<file path="src/rtl/slave_ocp_if.sv">
// OCP request/response bundle between the bus master and the slave_ocp target.
interface slave_ocp_if #(
  parameter int DATAWIDTH    = 8,
  parameter int ADDRESSWIDTH = 32
);
  logic [2:0]              MCmd;
  logic [ADDRESSWIDTH-1:0] MAddr;
  logic [DATAWIDTH-1:0]    MData;
  logic                    MDataValid;
  logic                    MDataLast;
  logic                    MRespAccept;
  logic                    SCmdAccept;
  logic [1:0]              SResp;
  logic [DATAWIDTH-1:0]    SData;
  logic                    SRespLast;

  modport master (
    output MCmd, MAddr, MData, MDataValid, MDataLast, MRespAccept,
    input  SCmdAccept, SResp, SData, SRespLast
  );

  modport slave (
    input  MCmd, MAddr, MData, MDataValid, MDataLast, MRespAccept,
    output SCmdAccept, SResp, SData, SRespLast
  );
endinterface

</file>
<file path="src/rtl/slave_ocp.sv">
// OCP target: single write, single read and 1-4 beat burst write into a
// DEPTH-word register file; all bus outputs are registered.
module slave_ocp #(
  parameter int DATAWIDTH    = 8,
  parameter int ADDRESSWIDTH = 32,
  parameter int DEPTH        = 16,
  parameter int RD_LATENCY   = 1
) (
  input  logic       clk,
  input  logic       rst,
  slave_ocp_if.slave ocp
);
  localparam int IW = $clog2(DEPTH);
  localparam logic [1:0] RESP_NULL = 2'b00;
  localparam logic [1:0] RESP_DVA  = 2'b01;
  localparam logic [1:0] RESP_ERR  = 2'b11;

  typedef enum logic [2:0] {
    S_IDLE, S_WR_ACK, S_RD_ACC, S_RD_WAIT, S_BURST, S_RESP
  } state_e;

  state_e                 state_q, state_d;
  logic                   scmd_accept_q, scmd_accept_d;
  logic [1:0]             sresp_q, sresp_d;
  logic [DATAWIDTH-1:0]   sdata_q, sdata_d;
  logic                   sresp_last_q, sresp_last_d;
  logic [2:0]             beat_cnt_q, beat_cnt_d;
  logic [2:0]             burst_len_q, burst_len_d;
  logic                   burst_err_q, burst_err_d;
  logic [2:0]             lat_cnt_q, lat_cnt_d;
  logic [IW-1:0]          rd_idx_q, rd_idx_d;
  logic                   rd_ok_q, rd_ok_d;

  logic [DATAWIDTH-1:0]   mem_q [DEPTH];
  logic                   mem_we;

  logic                   addr_ok;
  logic [IW-1:0]          addr_idx;
  logic [2:0]             cmd_len;
  logic [2:0]             next_beat;
  logic                   beat_capture;
  logic                   beat_final;
  logic                   beat_err;

  always_comb begin
    addr_ok      = ocp.MAddr < ADDRESSWIDTH'(DEPTH);
    addr_idx     = ocp.MAddr[IW-1:0];
    cmd_len      = {1'b0, ocp.MCmd[1:0]} + 3'd1;
    next_beat    = (beat_cnt_q == 3'd4) ? 3'd4 : beat_cnt_q + 3'd1;
    beat_capture = ocp.MDataValid && !scmd_accept_q;
    beat_final   = next_beat == burst_len_q;
    beat_err     = burst_err_q || !addr_ok || (ocp.MDataLast != beat_final);
  end

  always_comb begin
    state_d       = state_q;
    scmd_accept_d = 1'b0;
    sresp_d       = sresp_q;
    sdata_d       = sdata_q;
    sresp_last_d  = sresp_last_q;
    beat_cnt_d    = beat_cnt_q;
    burst_len_d   = burst_len_q;
    burst_err_d   = burst_err_q;
    lat_cnt_d     = lat_cnt_q;
    rd_idx_d      = rd_idx_q;
    rd_ok_d       = rd_ok_q;
    mem_we        = 1'b0;

    unique case (state_q)
      S_IDLE: begin
        sresp_d      = RESP_NULL;
        sresp_last_d = 1'b0;
        sdata_d      = '0;
        if (ocp.MCmd == 3'b001 && ocp.MDataValid) begin
          mem_we        = addr_ok;
          state_d       = S_WR_ACK;
          scmd_accept_d = 1'b1;
          sresp_d       = addr_ok ? RESP_DVA : RESP_ERR;
          sresp_last_d  = 1'b1;
        end else if (ocp.MCmd == 3'b010) begin
          rd_idx_d      = addr_idx;
          rd_ok_d       = addr_ok;
          state_d       = S_RD_ACC;
          scmd_accept_d = 1'b1;
          if (RD_LATENCY == 0) begin
            sresp_d      = addr_ok ? RESP_DVA : RESP_ERR;
            sdata_d      = addr_ok ? mem_q[addr_idx] : '0;
            sresp_last_d = 1'b1;
          end
        end else if (ocp.MCmd[2] && ocp.MDataValid) begin
          mem_we        = addr_ok;
          scmd_accept_d = 1'b1;
          // A one-beat burst, or an early MDataLast on beat 1, closes immediately.
          if (cmd_len == 3'd1 || ocp.MDataLast) begin
            state_d      = S_WR_ACK;
            sresp_last_d = 1'b1;
            sresp_d      = (!addr_ok || (ocp.MDataLast != (cmd_len == 3'd1)))
                           ? RESP_ERR : RESP_DVA;
          end else begin
            state_d     = S_BURST;
            beat_cnt_d  = 3'd1;
            burst_len_d = cmd_len;
            burst_err_d = !addr_ok;
          end
        end
      end

      S_WR_ACK: state_d = S_RESP;

      S_RD_ACC: begin
        if (RD_LATENCY == 0) begin
          state_d = S_RESP;
        end else begin
          state_d   = S_RD_WAIT;
          lat_cnt_d = 3'd1;
        end
      end

      S_RD_WAIT: begin
        if (lat_cnt_q == 3'(RD_LATENCY)) begin
          state_d      = S_RESP;
          lat_cnt_d    = '0;
          sresp_d      = rd_ok_q ? RESP_DVA : RESP_ERR;
          sdata_d      = rd_ok_q ? mem_q[rd_idx_q] : '0;
          sresp_last_d = 1'b1;
        end else begin
          lat_cnt_d = lat_cnt_q + 3'd1;
        end
      end

      S_BURST: begin
        if (beat_capture) begin
          mem_we        = addr_ok;
          scmd_accept_d = 1'b1;
          // The final beat's accept pulse is issued from WR_ACK alongside the response.
          if (beat_final || ocp.MDataLast) begin
            state_d      = S_WR_ACK;
            beat_cnt_d   = '0;
            burst_err_d  = 1'b0;
            sresp_d      = beat_err ? RESP_ERR : RESP_DVA;
            sdata_d      = '0;
            sresp_last_d = 1'b1;
          end else begin
            beat_cnt_d  = next_beat;
            burst_err_d = beat_err;
          end
        end
      end

      S_RESP: begin
        if (ocp.MRespAccept) begin
          state_d      = S_IDLE;
          sresp_d      = RESP_NULL;
          sdata_d      = '0;
          sresp_last_d = 1'b0;
        end
      end

      default: state_d = S_IDLE;
    endcase
  end

  always_ff @(posedge clk) begin
    if (rst) begin
      state_q       <= S_IDLE;
      scmd_accept_q <= 1'b0;
      sresp_q       <= RESP_NULL;
      sdata_q       <= '0;
      sresp_last_q  <= 1'b0;
      beat_cnt_q    <= '0;
      burst_len_q   <= '0;
      burst_err_q   <= 1'b0;
      lat_cnt_q     <= '0;
      rd_idx_q      <= '0;
      rd_ok_q       <= 1'b0;
    end else begin
      state_q       <= state_d;
      scmd_accept_q <= scmd_accept_d;
      sresp_q       <= sresp_d;
      sdata_q       <= sdata_d;
      sresp_last_q  <= sresp_last_d;
      beat_cnt_q    <= beat_cnt_d;
      burst_len_q   <= burst_len_d;
      burst_err_q   <= burst_err_d;
      lat_cnt_q     <= lat_cnt_d;
      rd_idx_q      <= rd_idx_d;
      rd_ok_q       <= rd_ok_d;
    end
  end

  // Storage is deliberately left out of reset; rst only blocks the write.
  always_ff @(posedge clk) begin
    if (mem_we && !rst) begin
      mem_q[addr_idx] <= ocp.MData;
    end
  end

  assign ocp.SCmdAccept = scmd_accept_q;
  assign ocp.SResp      = sresp_q;
  assign ocp.SData      = sdata_q;
  assign ocp.SRespLast  = sresp_last_q;
endmodule

</file>
<file path="src/flat_wrapper.sv">
// flat-port wrapper written by rule: the top's interface ports become plain ports
module slave_ocp_flat 
#(
  parameter int DATAWIDTH    = 8,
  parameter int ADDRESSWIDTH = 32,
  parameter int DEPTH        = 16,
  parameter int RD_LATENCY   = 1
)
  (clk, rst, ocp_MCmd, ocp_MAddr, ocp_MData, ocp_MDataValid, ocp_MDataLast, ocp_MRespAccept, ocp_SCmdAccept, ocp_SResp, ocp_SData, ocp_SRespLast);
  slave_ocp_if #(.DATAWIDTH(DATAWIDTH), .ADDRESSWIDTH(ADDRESSWIDTH)) ocp_i ();
  input  logic clk;
  input  logic rst;
  input wire logic [$bits(ocp_i.MCmd)-1:0] ocp_MCmd;
  input wire logic [$bits(ocp_i.MAddr)-1:0] ocp_MAddr;
  input wire logic [$bits(ocp_i.MData)-1:0] ocp_MData;
  input wire logic [$bits(ocp_i.MDataValid)-1:0] ocp_MDataValid;
  input wire logic [$bits(ocp_i.MDataLast)-1:0] ocp_MDataLast;
  input wire logic [$bits(ocp_i.MRespAccept)-1:0] ocp_MRespAccept;
  output wire logic [$bits(ocp_i.SCmdAccept)-1:0] ocp_SCmdAccept;
  output wire logic [$bits(ocp_i.SResp)-1:0] ocp_SResp;
  output wire logic [$bits(ocp_i.SData)-1:0] ocp_SData;
  output wire logic [$bits(ocp_i.SRespLast)-1:0] ocp_SRespLast;
  assign ocp_i.MCmd = ocp_MCmd;
  assign ocp_i.MAddr = ocp_MAddr;
  assign ocp_i.MData = ocp_MData;
  assign ocp_i.MDataValid = ocp_MDataValid;
  assign ocp_i.MDataLast = ocp_MDataLast;
  assign ocp_i.MRespAccept = ocp_MRespAccept;
  assign ocp_SCmdAccept = ocp_i.SCmdAccept;
  assign ocp_SResp = ocp_i.SResp;
  assign ocp_SData = ocp_i.SData;
  assign ocp_SRespLast = ocp_i.SRespLast;
  slave_ocp #(.DATAWIDTH(DATAWIDTH), .ADDRESSWIDTH(ADDRESSWIDTH), .DEPTH(DEPTH), .RD_LATENCY(RD_LATENCY)) u_core (.clk(clk), .rst(rst), .ocp(ocp_i));
endmodule
</file>
<file path="config.mk">
export PLATFORM = sky130hd
export DESIGN_NAME = slave_ocp_flat
export DESIGN_NICKNAME = d
export VERILOG_FILES = /design/src/rtl/slave_ocp_if.sv /design/src/rtl/slave_ocp.sv /design/src/flat_wrapper.sv
export SDC_FILE = /design/constraint.sdc
export NUM_CORES = 1
export LEC_CHECK = 0
export ABC_CLOCK_PERIOD_IN_PS = 3500
export CAP_MARGIN = 0
export CORE_UTILIZATION = 25
export DETAILED_ROUTE_END_ITERATION = 7
export GPL_TIMING_DRIVEN = 1
export MAX_ROUTING_LAYER = met4
export PLACE_DENSITY_LB_ADDON = 0.25
export SYNTH_ARGS = -nofsm -noshare
export SYNTH_HDL_FRONTEND = slang
export SYNTH_SLANG_ARGS = --single-unit
</file>
<file path="constraint.sdc">
create_clock -name clk -period 3.5 [get_ports clk]
set_input_delay 0.875 -clock clk [delete_from_list [all_inputs] [get_ports clk]]
set_output_delay 0.875 -clock clk [all_outputs]
set_load 0.02 [all_outputs]
</file>
== Yosys cells after proc, flatten, opt, wreduce, memory -nomap -nowiden ==
Memory sizes are Yosys's and may differ from the RTL's. A register that Yosys moved wholly into a read port is not among the register bits.
Index checks and enable logic that the tools add are counted.

* Register bits after elaboration: 30
* Memory bits (writable): 128
* Bits of input ports: 48
* Output and inout port bits: 12
* Word-level logic and storage cells: 130
* Memories: 1

{| class="wikitable"
|+ Memory list
! name !! words !! bits a word !! rd ports !! clocked after Yosys merged registers in !! wr ports !! RTL line !! RTL
|-
| u_core.mem_q || 16 || 8 || 1 || 1 || 1 || slave_ocp.sv:34 || <nowiki>logic [DATAWIDTH-1:0] mem_q [DEPTH];</nowiki>
|}

* $add $sub $neg: 3
* Order comparisons: 1
* Equality and inequality tests: 22
* Mux-type cells: 68
* Bitwise logic cells: 3
* Reductions and logical operators: 21

{| class="wikitable"
|+ Operators with widths
! cell !! number
|-
| 3-bit 2-to-1 mux || 16
|-
| 8-bit 2-to-1 mux || 5
|-
| 32-bit by 5-bit < comparator with 1-bit output, second input constant || 1
|-
| 8-bit case mux with 4 select lines || 1
|-
| 1-bit 2-to-1 mux || 24
|-
| 2-bit 2-to-1 mux || 12
|-
| 3-bit case mux with 6 select lines || 1
|-
| 5-bit AND reduction || 3
|-
| 3-bit by 1-bit equality test with 1-bit output, second input constant || 4
|-
| 3-bit case mux with 2 select lines || 2
|-
| 3-bit by 2-bit equality test with 1-bit output, second input constant || 3
|-
| 3-bit equality test, second input constant || 3
|-
| 4-bit 2-to-1 mux || 2
|-
| 2-bit by 1-bit inequality test with 1-bit output, second input constant || 4
|-
| 2-bit inequality test, second input constant || 4
|-
| 2-bit case mux with 4 select lines || 1
|-
| 3-bit by 1-bit adder with 3-bit output, second input constant || 2
|-
| 1-bit case mux with 2 select lines || 3
|-
| 6-bit AND reduction || 1
|-
| 1-bit logical OR || 5
|-
| 1-bit logical AND || 4
|-
| 4-bit by 1-bit inequality test with 1-bit output, second input constant || 1
|-
| 1-bit case mux with 4 select lines || 1
|-
| 2-bit nonzero test || 2
|-
| other kinds (8) || 13
|}

== Depth between registers and ports, before layout ==
Gate-level depths: netlist (run 1).

* Depth after elaboration: 10
* Depth in mapped cells: 11
* Mapped depth without buffers: 11

== Least setup slack after synthesis (run 1) ==
Ideal clock, no wire load.

* Path type: input-to-reg
* Start point: input ocp_MAddr[28]
* End point: memory u_core.mem_q[12][0] (enable)
* Library setup time: 0.395 ns
* Data arrival time: 2.855 ns
* Slack: 0.250 ns
* Stages on the path: 5
* Path buffers: 1
* Cell sequence: nor4_2 -> nand4_1 -> or4b_1 -> buf_6 -> nor4_1

* Cells in the longest elaborated chain, start to end: 8
* Elaborated cells between the ends (all ways): 9
* Classes of those cells: order compare: 1; mux: 7; reduce/logical: 1

{| class="wikitable"
|+ Ends and longest elaborated chain
! what !! RTL line !! RTL
|-
| from (decl) || flat_wrapper.sv:14 || <nowiki>input wire logic [$bits(ocp_i.MAddr)-1:0] ocp_MAddr;</nowiki>
|-
| 32-bit by 5-bit < comparator with 1-bit output (*) || slave_ocp.sv:46 || <nowiki>addr_ok = ocp.MAddr < ADDRESSWIDTH'(DEPTH);</nowiki>
|-
| 1-bit 2-to-1 mux || slave_ocp.sv:90 || <nowiki>end else if (ocp.MCmd[2] && ocp.MDataValid) begin</nowiki>
|-
| 1-bit 2-to-1 mux || slave_ocp.sv:80 || <nowiki>end else if (ocp.MCmd == 3'b010) begin</nowiki>
|-
| 1-bit 2-to-1 mux || slave_ocp.sv:74 || <nowiki>if (ocp.MCmd == 3'b001 && ocp.MDataValid) begin</nowiki>
|-
| 1-bit case mux with 2 select lines (*) || slave_ocp.sv:69 || <nowiki>unique case (state_q)</nowiki>
|-
| 1-bit logical AND (*) || slave_ocp.sv:193 || <nowiki>if (mem_we && !rst) begin</nowiki>
|-
| 1-bit 2-to-1 mux (*) || slave_ocp.sv:193 ||
|-
| 1-bit 2-to-1 mux (not written as such) (*) || slave_ocp.sv:194 || <nowiki>mem_q[addr_idx] <= ocp.MData;</nowiki>
|-
| to (decl) || slave_ocp.sv:34 ||
|}

Every way passes the cells marked *; elsewhere a longest branch is shown, timed or not.

== Final worst setup path (run 1) ==
* Start point: register u_core.beat_cnt_q[0]
* End point: register u_core.sdata_q[1], in the netlist u_core.ocp.SData[1]

* Cells in the longest elaborated chain, start to end: 6
* Elaborated cells between the ends (all ways): 7
* Classes of those cells: add/sub: 1; eq/ne: 3; mux: 1; reduce/logical: 2

{| class="wikitable"
|+ Ends and longest elaborated chain
! what !! RTL line !! RTL
|-
| from (decl) || slave_ocp.sv:27 || <nowiki>logic [2:0] beat_cnt_q, beat_cnt_d;</nowiki>
|-
| from (signal assigned) || slave_ocp.sv:182 || <nowiki>beat_cnt_q <= beat_cnt_d;</nowiki>
|-
| 3-bit by 1-bit adder with 3-bit output or 3-bit equality test (tied branches) || slave_ocp.sv:49 || <nowiki>next_beat = (beat_cnt_q == 3'd4) ? 3'd4 : beat_cnt_q + 3'd1;</nowiki>
|-
| 3-bit 2-to-1 mux (*) || slave_ocp.sv:49 ||
|-
| 3-bit equality test (*) || slave_ocp.sv:51 || <nowiki>beat_final = next_beat == burst_len_q;</nowiki>
|-
| 1-bit logical OR (*) || slave_ocp.sv:136 || <nowiki>if (beat_final || ocp.MDataLast) begin</nowiki>
|-
| 2-bit by 1-bit inequality test with 1-bit output (no line) (*) || n/a ||
|-
| 5-bit AND reduction (no line) (*) || n/a ||
|-
| to (signal assigned) || slave_ocp.sv:180 || <nowiki>sdata_q <= sdata_d;</nowiki>
|-
| to (decl) || slave_ocp.sv:25 || <nowiki>logic [DATAWIDTH-1:0] sdata_q, sdata_d;</nowiki>
|}

Marks and branches as above.
A chain may end at the register's enable or synchronous reset.

==> results of run 1 <==
[metal layers]
layer	up-vias	track usage, %	part of all wire [%]	wire length [um]
met3	8	3.137	4.0	673
met2	79	21.61	51	8553
met5	-	-	0	0
met4	0	3.019	0.73	124
li1	1876	-	-	-
met1	2091	16.29	45	7554
[state kept, by name, indices dropped and copies added (netlist names), named ones only]
register / count
u_core.ocp.SData: 8
u_core.rd_idx_q: 4
u_core.burst_err_q: 1
u_core.ocp.SCmdAccept: 1
u_core.ocp.SRespLast: 1
u_core.burst_len_q: 3
u_core.rd_ok_q: 1
u_core.state_q: 3
u_core.ocp.SResp: 2
u_core.lat_cnt_q: 3
u_core.mem_q: 128
u_core.beat_cnt_q: 3
[cell type report]
type	instances	area (um2)
fill	2537	17760
clock buffer	19	442.9
tap	335	419.2
timing repair buffer	95	885.9
inverter	12	45.04
multi-input combinational	226	2147
sequential	162	4524
clock inverter	13	125.1
[worst paths after layout]
| check | start | endpoint | slack [ns] |
|---|---|---|---|
| hold / removal | u_core.rd_idx_q[1] | flip-flop | 0.46 |
| setup / recovery | u_core.beat_cnt_q[0] | u_core.ocp.SData[1] | 0.39 |
| setup reg to reg | u_core.beat_cnt_q[0] | u_core.ocp.SData[1] | 0.39 |
| hold reg to reg | u_core.rd_idx_q[1] | flip-flop | 0.46 |
[power groups by stage]
| stage | clock network [W] | registers [W] | logic [W] |
|---|---|---|---|
| after global routing | 0.00191 | 0.00218 | 0.000577 |
| after global placement | 0 | 0.00221 | 0.000523 |
| after floorplan | 0 | 0.00219 | 0.000320 |
| after detailed placement | 0 | 0.00221 | 0.000530 |
| after CTS | 0.00184 | 0.00217 | 0.000531 |
| final | 0.00179 | 0.00217 | 0.000527 |
[cell families (layout without fill, tap and decap cells)]
family                   count (synthesis)  count (layout)  share of synthesized area, %
multiplexers                            54              54                         14.03
buffers and inverters                   32             139                         2.301
adder cells (fa/ha/maj)                  8               8                         1.473
AND/OR/NAND/NOR                         97              97                         8.689
AO/OA/AOI/OAI                           64              64                         6.554
flip-flops                             162             162                         66.57
XOR/XNOR                                 3               3                        0.3867
[through the flow]
stage                     util [%]  std cells
final                        32.59        862
after global routing         32.59        862
after CTS                    32.59        862
after detailed placement     30.44        830
after global placement       30.44        830
after floorplan                  -        420
[critical path: stages, from the launching register on]
cell and delay (ns):
sky130_fd_sc_hd__dfxtp_1 0.39, sky130_fd_sc_hd__inv_1 0.06, sky130_fd_sc_hd__ha_1 0.22, sky130_fd_sc_hd__nand3b_1 0.19
sky130_fd_sc_hd__o21ai_0 0.12, sky130_fd_sc_hd__xor2_1 0.17, sky130_fd_sc_hd__nand3_1 0.12, sky130_fd_sc_hd__ha_1 0.27
sky130_fd_sc_hd__or4b_1 0.60, sky130_fd_sc_hd__a21oi_2 0.30, sky130_fd_sc_hd__nor3_1 0.11, sky130_fd_sc_hd__buf_4 0.21
sky130_fd_sc_hd__a22o_1 0.24
[synth_stat cells, types with 2 or more instances]
cell	instances
sky130_fd_sc_hd__a2111oi_0	2
sky130_fd_sc_hd__a211oi_1	3
sky130_fd_sc_hd__a21oi_1	16
sky130_fd_sc_hd__a22o_1	10
sky130_fd_sc_hd__a311oi_1	4
sky130_fd_sc_hd__and3_1	2
sky130_fd_sc_hd__buf_1	2
sky130_fd_sc_hd__buf_2	8
sky130_fd_sc_hd__buf_4	2
sky130_fd_sc_hd__clkbuf_1	6
sky130_fd_sc_hd__dfxtp_1	34
sky130_fd_sc_hd__edfxtp_1	128
sky130_fd_sc_hd__ha_1	8
sky130_fd_sc_hd__inv_1	11
sky130_fd_sc_hd__mux2i_1	21
sky130_fd_sc_hd__mux4_2	33
sky130_fd_sc_hd__nand2_1	14
sky130_fd_sc_hd__nand2b_1	11
sky130_fd_sc_hd__nand3_1	12
sky130_fd_sc_hd__nand3b_1	3
sky130_fd_sc_hd__nand4_1	3
sky130_fd_sc_hd__nor2_1	9
sky130_fd_sc_hd__nor2b_1	4
sky130_fd_sc_hd__nor3_1	12
sky130_fd_sc_hd__nor3_2	3
sky130_fd_sc_hd__nor3b_1	2
sky130_fd_sc_hd__nor4_1	8
sky130_fd_sc_hd__nor4_2	5
sky130_fd_sc_hd__o21ai_0	5
sky130_fd_sc_hd__o21ai_1	8
sky130_fd_sc_hd__o31ai_1	3
sky130_fd_sc_hd__or3_1	3
sky130_fd_sc_hd__or4b_1	2
sky130_fd_sc_hd__xnor2_1	2
==> impl_metrics.json, run 1 <==
{
  "dieWidth_um": 166.9,
  "synth_area_leaders": "sky130_fd_sc_hd__edfxtp_1, sky130_fd_sc_hd__mux4_2, sky130_fd_sc_hd__dfxtp_1",
  "cts.htree.levels": 4,
  "route.final.wire_length_mm": 16.91,
  "core_area_um2": 26350,
  "drc": 0,
  "wire_per_inst_um": 19.61,
  "timing.final.setup_violations": 0,
  "post-route-worst-setup-slack_ns": 0.3871,
  "timing.fmax_ghz": 0.3212,
  "post_synth_inst_count": 420,
  "via_count": 4054,
  "fp_rows": 59,
  "chipHeight_um": 166.9,
  "cts_resized": 0,
  "timing.hold.worst_path_depth": 2,
  "netlist_area_um2": 6797,
  "grt_max_degree": 24,
  "die_area_um2": 27850,
  "cts_buffers": 17,
  "min_path_type": "flip-flop to flip-flop",
  "final_min_period_over_clock_period_pct": 88.94,
  "layout.cells.most_common": "sky130_fd_sc_hd__edfxtp_1",
  "buffer_ports.inserted": 59,
  "clock_tree_root_buffer_cell": "sky130_fd_sc_hd__clkbuf_16",
  "power_per_cell_area_nw_per_um2": 522.8,
  "path_clk_slew_ns": 0.07,
  "timing.slew.headroom_pct": 26.33,
  "power_switching_share_pct": 25.17,
  "crit_type": "flip-flop to flip-flop",
  "ys_dominant_reg_cell": "sky130_fd_sc_hd__edfxtp_1",
  "sequentialPowerShare_pct": 48.3,
  "post_cts_hold_buffer_count": 0,
  "worst_r2r_path_depth": 12,
  "post-place-ws_ns": -0.05419,
  "relative_area_change_from_synthesis_to_final_layout_pct": 26.38,
  "fin_setup_tns_ns": 0,
  "number_of_global_route_vias_before_repair": 4239,
  "initial_util_pct": 25.79,
  "yosysTopAreaCellShare_pct": 56.55,
  "critPathRequiredTime_ns": 3.81,
  "antenna_found_initial": 0,
  "fin_skew_ns": 0.01260,
  "pin_count": 60,
  "diodes": 0,
  "mostFrequentLayoutCells": "sky130_fd_sc_hd__edfxtp_1, sky130_fd_sc_hd__clkdlybuf4s50_1, sky130_fd_sc_hd__dfxtp_1, sky130_fd_sc_hd__buf_4, sky130_fd_sc_hd__mux4_2",
  "total_leakage_power_nw": 2.651,
  "clk_latency_ns": 0.42,
  "cts_tree": "done",
  "synth.ff_latch_count": 162,
  "worst_hold_slack_after_final_layout_ns": 0.4634,
  "clock_path_buffers": 2,
  "post-route-min-period_ns": 3.113,
  "total_routing_usage_reported_by_global_routing_pct": 13.14,
  "end_kind": "flip-flop",
  "syn_avg_cell_area_um2": 16.18,
  "worst-endpoint-arrival_ns": 3.42,
  "post_route_cells_drive_above_1_share_pct": 22.39,
  "power_frac_clock_pct": 39.9,
  "number_of_nets_in_the_final_layout": 570,
  "finalMaxSlewViolations": 0,
  "yosysUniqueCellTypes": 55,
  "internal_power_w": 0.003360,
  "dp_hpwl_mm": 11.60,
  "async_flop_share_pct": 0,
  "power_w": 0.004490,
  "dpl_cell_area_um2": 8021,
  "synth.yosys.warnings": 0,
  "hold_viol_final": 0,
  "timing.critical_path.from_type": "flip-flop",
  "combinationalPowerShare_pct": 11.7,
  "gp_congestion": 0.8148,
  "synth-edff-count": 128,
  "critical_path_peak_fanout": 8,
  "synth_top_area_cell": "sky130_fd_sc_hd__edfxtp_1",
  "via_density": 4.703,
  "max_cap_viol_count": 0,
  "drt_iter0_drc": 346,
  "stdcell_area_um2": 8589,
  "antenna_left": 0,
  "synth_fp_nets": 476,
  "grt_overflow": 0,
  "drt_pass1_iterations": 4,
  "clock-sinks": 162,
  "grt_setup_unrepaired": "no",
  "ir_worst_vdd_uv": 235.0,
  "power_switching_w": 0.001130,
  "cts.repair_timing.setup_buffer_count": 0,
  "worst-slew-pin-transition_ns": 1.101,
  "grt_first_pass_wirelength_mm": 26.06,
  "outcome": "finished, final reports clean",
  "synth_sequential_area_ratio_pct": 66.57
}
Power figures use the tool's default switching activity.
==> inputs of run 2 (changes only) <==
--- a/config.mk
+++ b/config.mk
@@ -8,9 +8,9 @@
 export ABC_CLOCK_PERIOD_IN_PS = 3500
 export CAP_MARGIN = 0
 export CORE_UTILIZATION = 25
+export CTS_CLUSTER_SIZE = 12
 export DETAILED_ROUTE_END_ITERATION = 7
 export GPL_TIMING_DRIVEN = 1
-export MAX_ROUTING_LAYER = met4
 export PLACE_DENSITY_LB_ADDON = 0.25
 export SYNTH_ARGS = -nofsm -noshare
 export SYNTH_HDL_FRONTEND = slang
==> run 2 against run 1 <==
Compared with the run above:
- design area did not move
- global-route usage fell by 0.38 points
- sequential cell count did not move
- utilization did not move
- via count fell by 0.74%
- clock power barely moved
==> impl_metrics.json, run 2 (same netlist as run 1, synthesis figures left out) <==
{
  "outcome": "finished, final reports clean",
  "via_count": 4024,
  "antenna_left": 0,
  "stdcell_area_um2": 8589,
  "dp_hpwl_mm": 11.60,
  "antenna_found_initial": 0,
  "max_cap_viol_count": 0,
  "die_area_um2": 27850,
  "number_of_global_route_vias_before_repair": 4243,
  "post-route-worst-setup-slack_ns": 0.3755,
  "clk_latency_ns": 0.43,
  "dpl_cell_area_um2": 8021,
  "clock_path_buffers": 2,
  "final_core_util_pct": 32.59,
  "dieWidth_um": 166.9,
  "critPathRequiredTime_ns": 3.80,
  "path_clk_slew_ns": 0.06,
  "crit_type": "flip-flop to flip-flop",
  "worst-endpoint-arrival_ns": 3.43,
  "drc": 0,
  "worst_hold_slack_after_final_layout_ns": 0.4645,
  "hold_viol_final": 0,
  "grt_max_degree": 24,
  "drt_iter0_drc": 330,
  "critical_path_peak_fanout": 8,
  "gp_congestion": 0.8031,
  "pin_count": 60,
  "total_routing_usage_reported_by_global_routing_pct": 12.76,
  "post-route-min-period_ns": 3.125,
  "via_density": 4.668,
  "timing.slew.headroom_pct": 30.02,
  "initial_util_pct": 25.79,
  "fp_rows": 59,
  "cts.repair_timing.setup_buffer_count": 0,
  "post-place-ws_ns": -0.05419,
  "place_inst": 830,
  "number_of_filler_cells_placed_in_the_layout": 2537,
  "cts_resized": 0,
  "grt_first_pass_wirelength_mm": 26.10,
  "clock_tree_root_buffer_cell": "sky130_fd_sc_hd__clkbuf_16",
  "wire_per_inst_um": 19.52,
  "final_cells": 862,
  "min_path_type": "flip-flop to flip-flop",
  "post_cts_hold_buffer_count": 0,
  "post_route_cells_drive_above_1_share_pct": 22.39,
  "chipHeight_um": 166.9,
  "final_min_period_over_clock_period_pct": 89.27,
  "power_per_cell_area_nw_per_um2": 521.5,
  "total_leakage_power_nw": 2.651,
  "relative_area_change_from_synthesis_to_final_layout_pct": 26.38,
  "grt_overflow": 0,
  "number_of_nets_in_the_final_layout": 570,
  "end_kind": "flip-flop",
  "timing.critical_path.from_type": "flip-flop",
  "cts_buffers": 17,
  "cts_tree": "done",
  "largest_reg_flops": 128,
  "timing.fmax_ghz": 0.3200,
  "clock-sinks": 162,
  "mostFrequentLayoutCells": "sky130_fd_sc_hd__edfxtp_1, sky130_fd_sc_hd__clkdlybuf4s50_1, sky130_fd_sc_hd__dfxtp_1, sky130_fd_sc_hd__buf_4, sky130_fd_sc_hd__mux4_2",
  "buffer_ports.inserted": 59,
  "core_area_um2": 26350,
  "diodes": 0,
  "route.final.wire_length_mm": 16.83,
  "grt_setup_unrepaired": "no",
  "finalMaxSlewViolations": 0,
  "worst-slew-pin-transition_ns": 1.046,
  "layout.cells.most_common": "sky130_fd_sc_hd__edfxtp_1",
  "ir_worst_vdd_uv": 229.6,
  "fin_skew_ns": 0.02495,
  "max_flop_register": "u_core.mem_q",
  "drt_pass1_iterations": 4,
  "timing.final.setup_violations": 0,
  "cts.htree.levels": 4
}
-- run 2: metrics by stage --
stage               TNS [ns]  total power, W
floorplan                  0        0.002508
global placement    -0.06798        0.002735
detailed placement   -0.4132        0.002744
CTS                        0        0.004539
global route               0        0.004668
finish                     0        0.004480
-- run 2: area by class of cell --
class	count	area (um2)	area share, %
clock buffer	19	442.9	5.157
clock inverter	13	125.1	1.457
inverter	12	45.04	0.5244
multi-input combinational	226	2147	25.00
sequential	162	4524	52.67
tap	335	419.2	4.880
timing repair buffer	95	885.9	10.31
-- run 2: layer usage --
| metal | GRT usage, % | wire [um] | share of wire, % | vias up |
|---|---|---|---|---|
| met2 | 21.65 | 8441 | 50 | 73 |
| li1 | - | - | - | 1882 |
| met5 | 0 | 0 | 0 | - |
| met1 | 16.24 | 7536 | 45 | 2067 |
| met3 | 3.208 | 791 | 4.7 | 2 |
| met4 | 3.019 | 57 | 0.34 | 0 |
-- run 2: path summary, 6_finish.rpt --
| kind | from | to | slack (ns) | cells after the start |
|---|---|---|---|---|
| setup / recovery | u_core.beat_cnt_q[0] | u_core.ocp.SData[7] | 0.38 | 12 |
| setup reg to reg | u_core.beat_cnt_q[0] | u_core.ocp.SData[7] | 0.38 | 12 |
| hold reg to reg | u_core.rd_idx_q[2] | flip-flop | 0.46 | 2 |
| hold / removal | u_core.rd_idx_q[2] | flip-flop | 0.46 | 2 |
-- run 2: where the power goes --
group | internal, W | switching, W
registers | 0.00211 | 0.0000619
logic | 0.000241 | 0.000284
clock network | 0.00101 | 0.000774
-- run 2: critical path: stages, from the launching register on --
cell and delay [ns]:
sky130_fd_sc_hd__dfxtp_1 0.39, sky130_fd_sc_hd__inv_1 0.06, sky130_fd_sc_hd__ha_1 0.22, sky130_fd_sc_hd__nand3b_1 0.19, sky130_fd_sc_hd__o21ai_0 0.12, sky130_fd_sc_hd__xor2_1 0.17
sky130_fd_sc_hd__nand3_1 0.12, sky130_fd_sc_hd__ha_1 0.27, sky130_fd_sc_hd__or4b_1 0.61, sky130_fd_sc_hd__a21oi_2 0.30, sky130_fd_sc_hd__nor3_1 0.11, sky130_fd_sc_hd__buf_4 0.20
sky130_fd_sc_hd__a22o_1 0.24
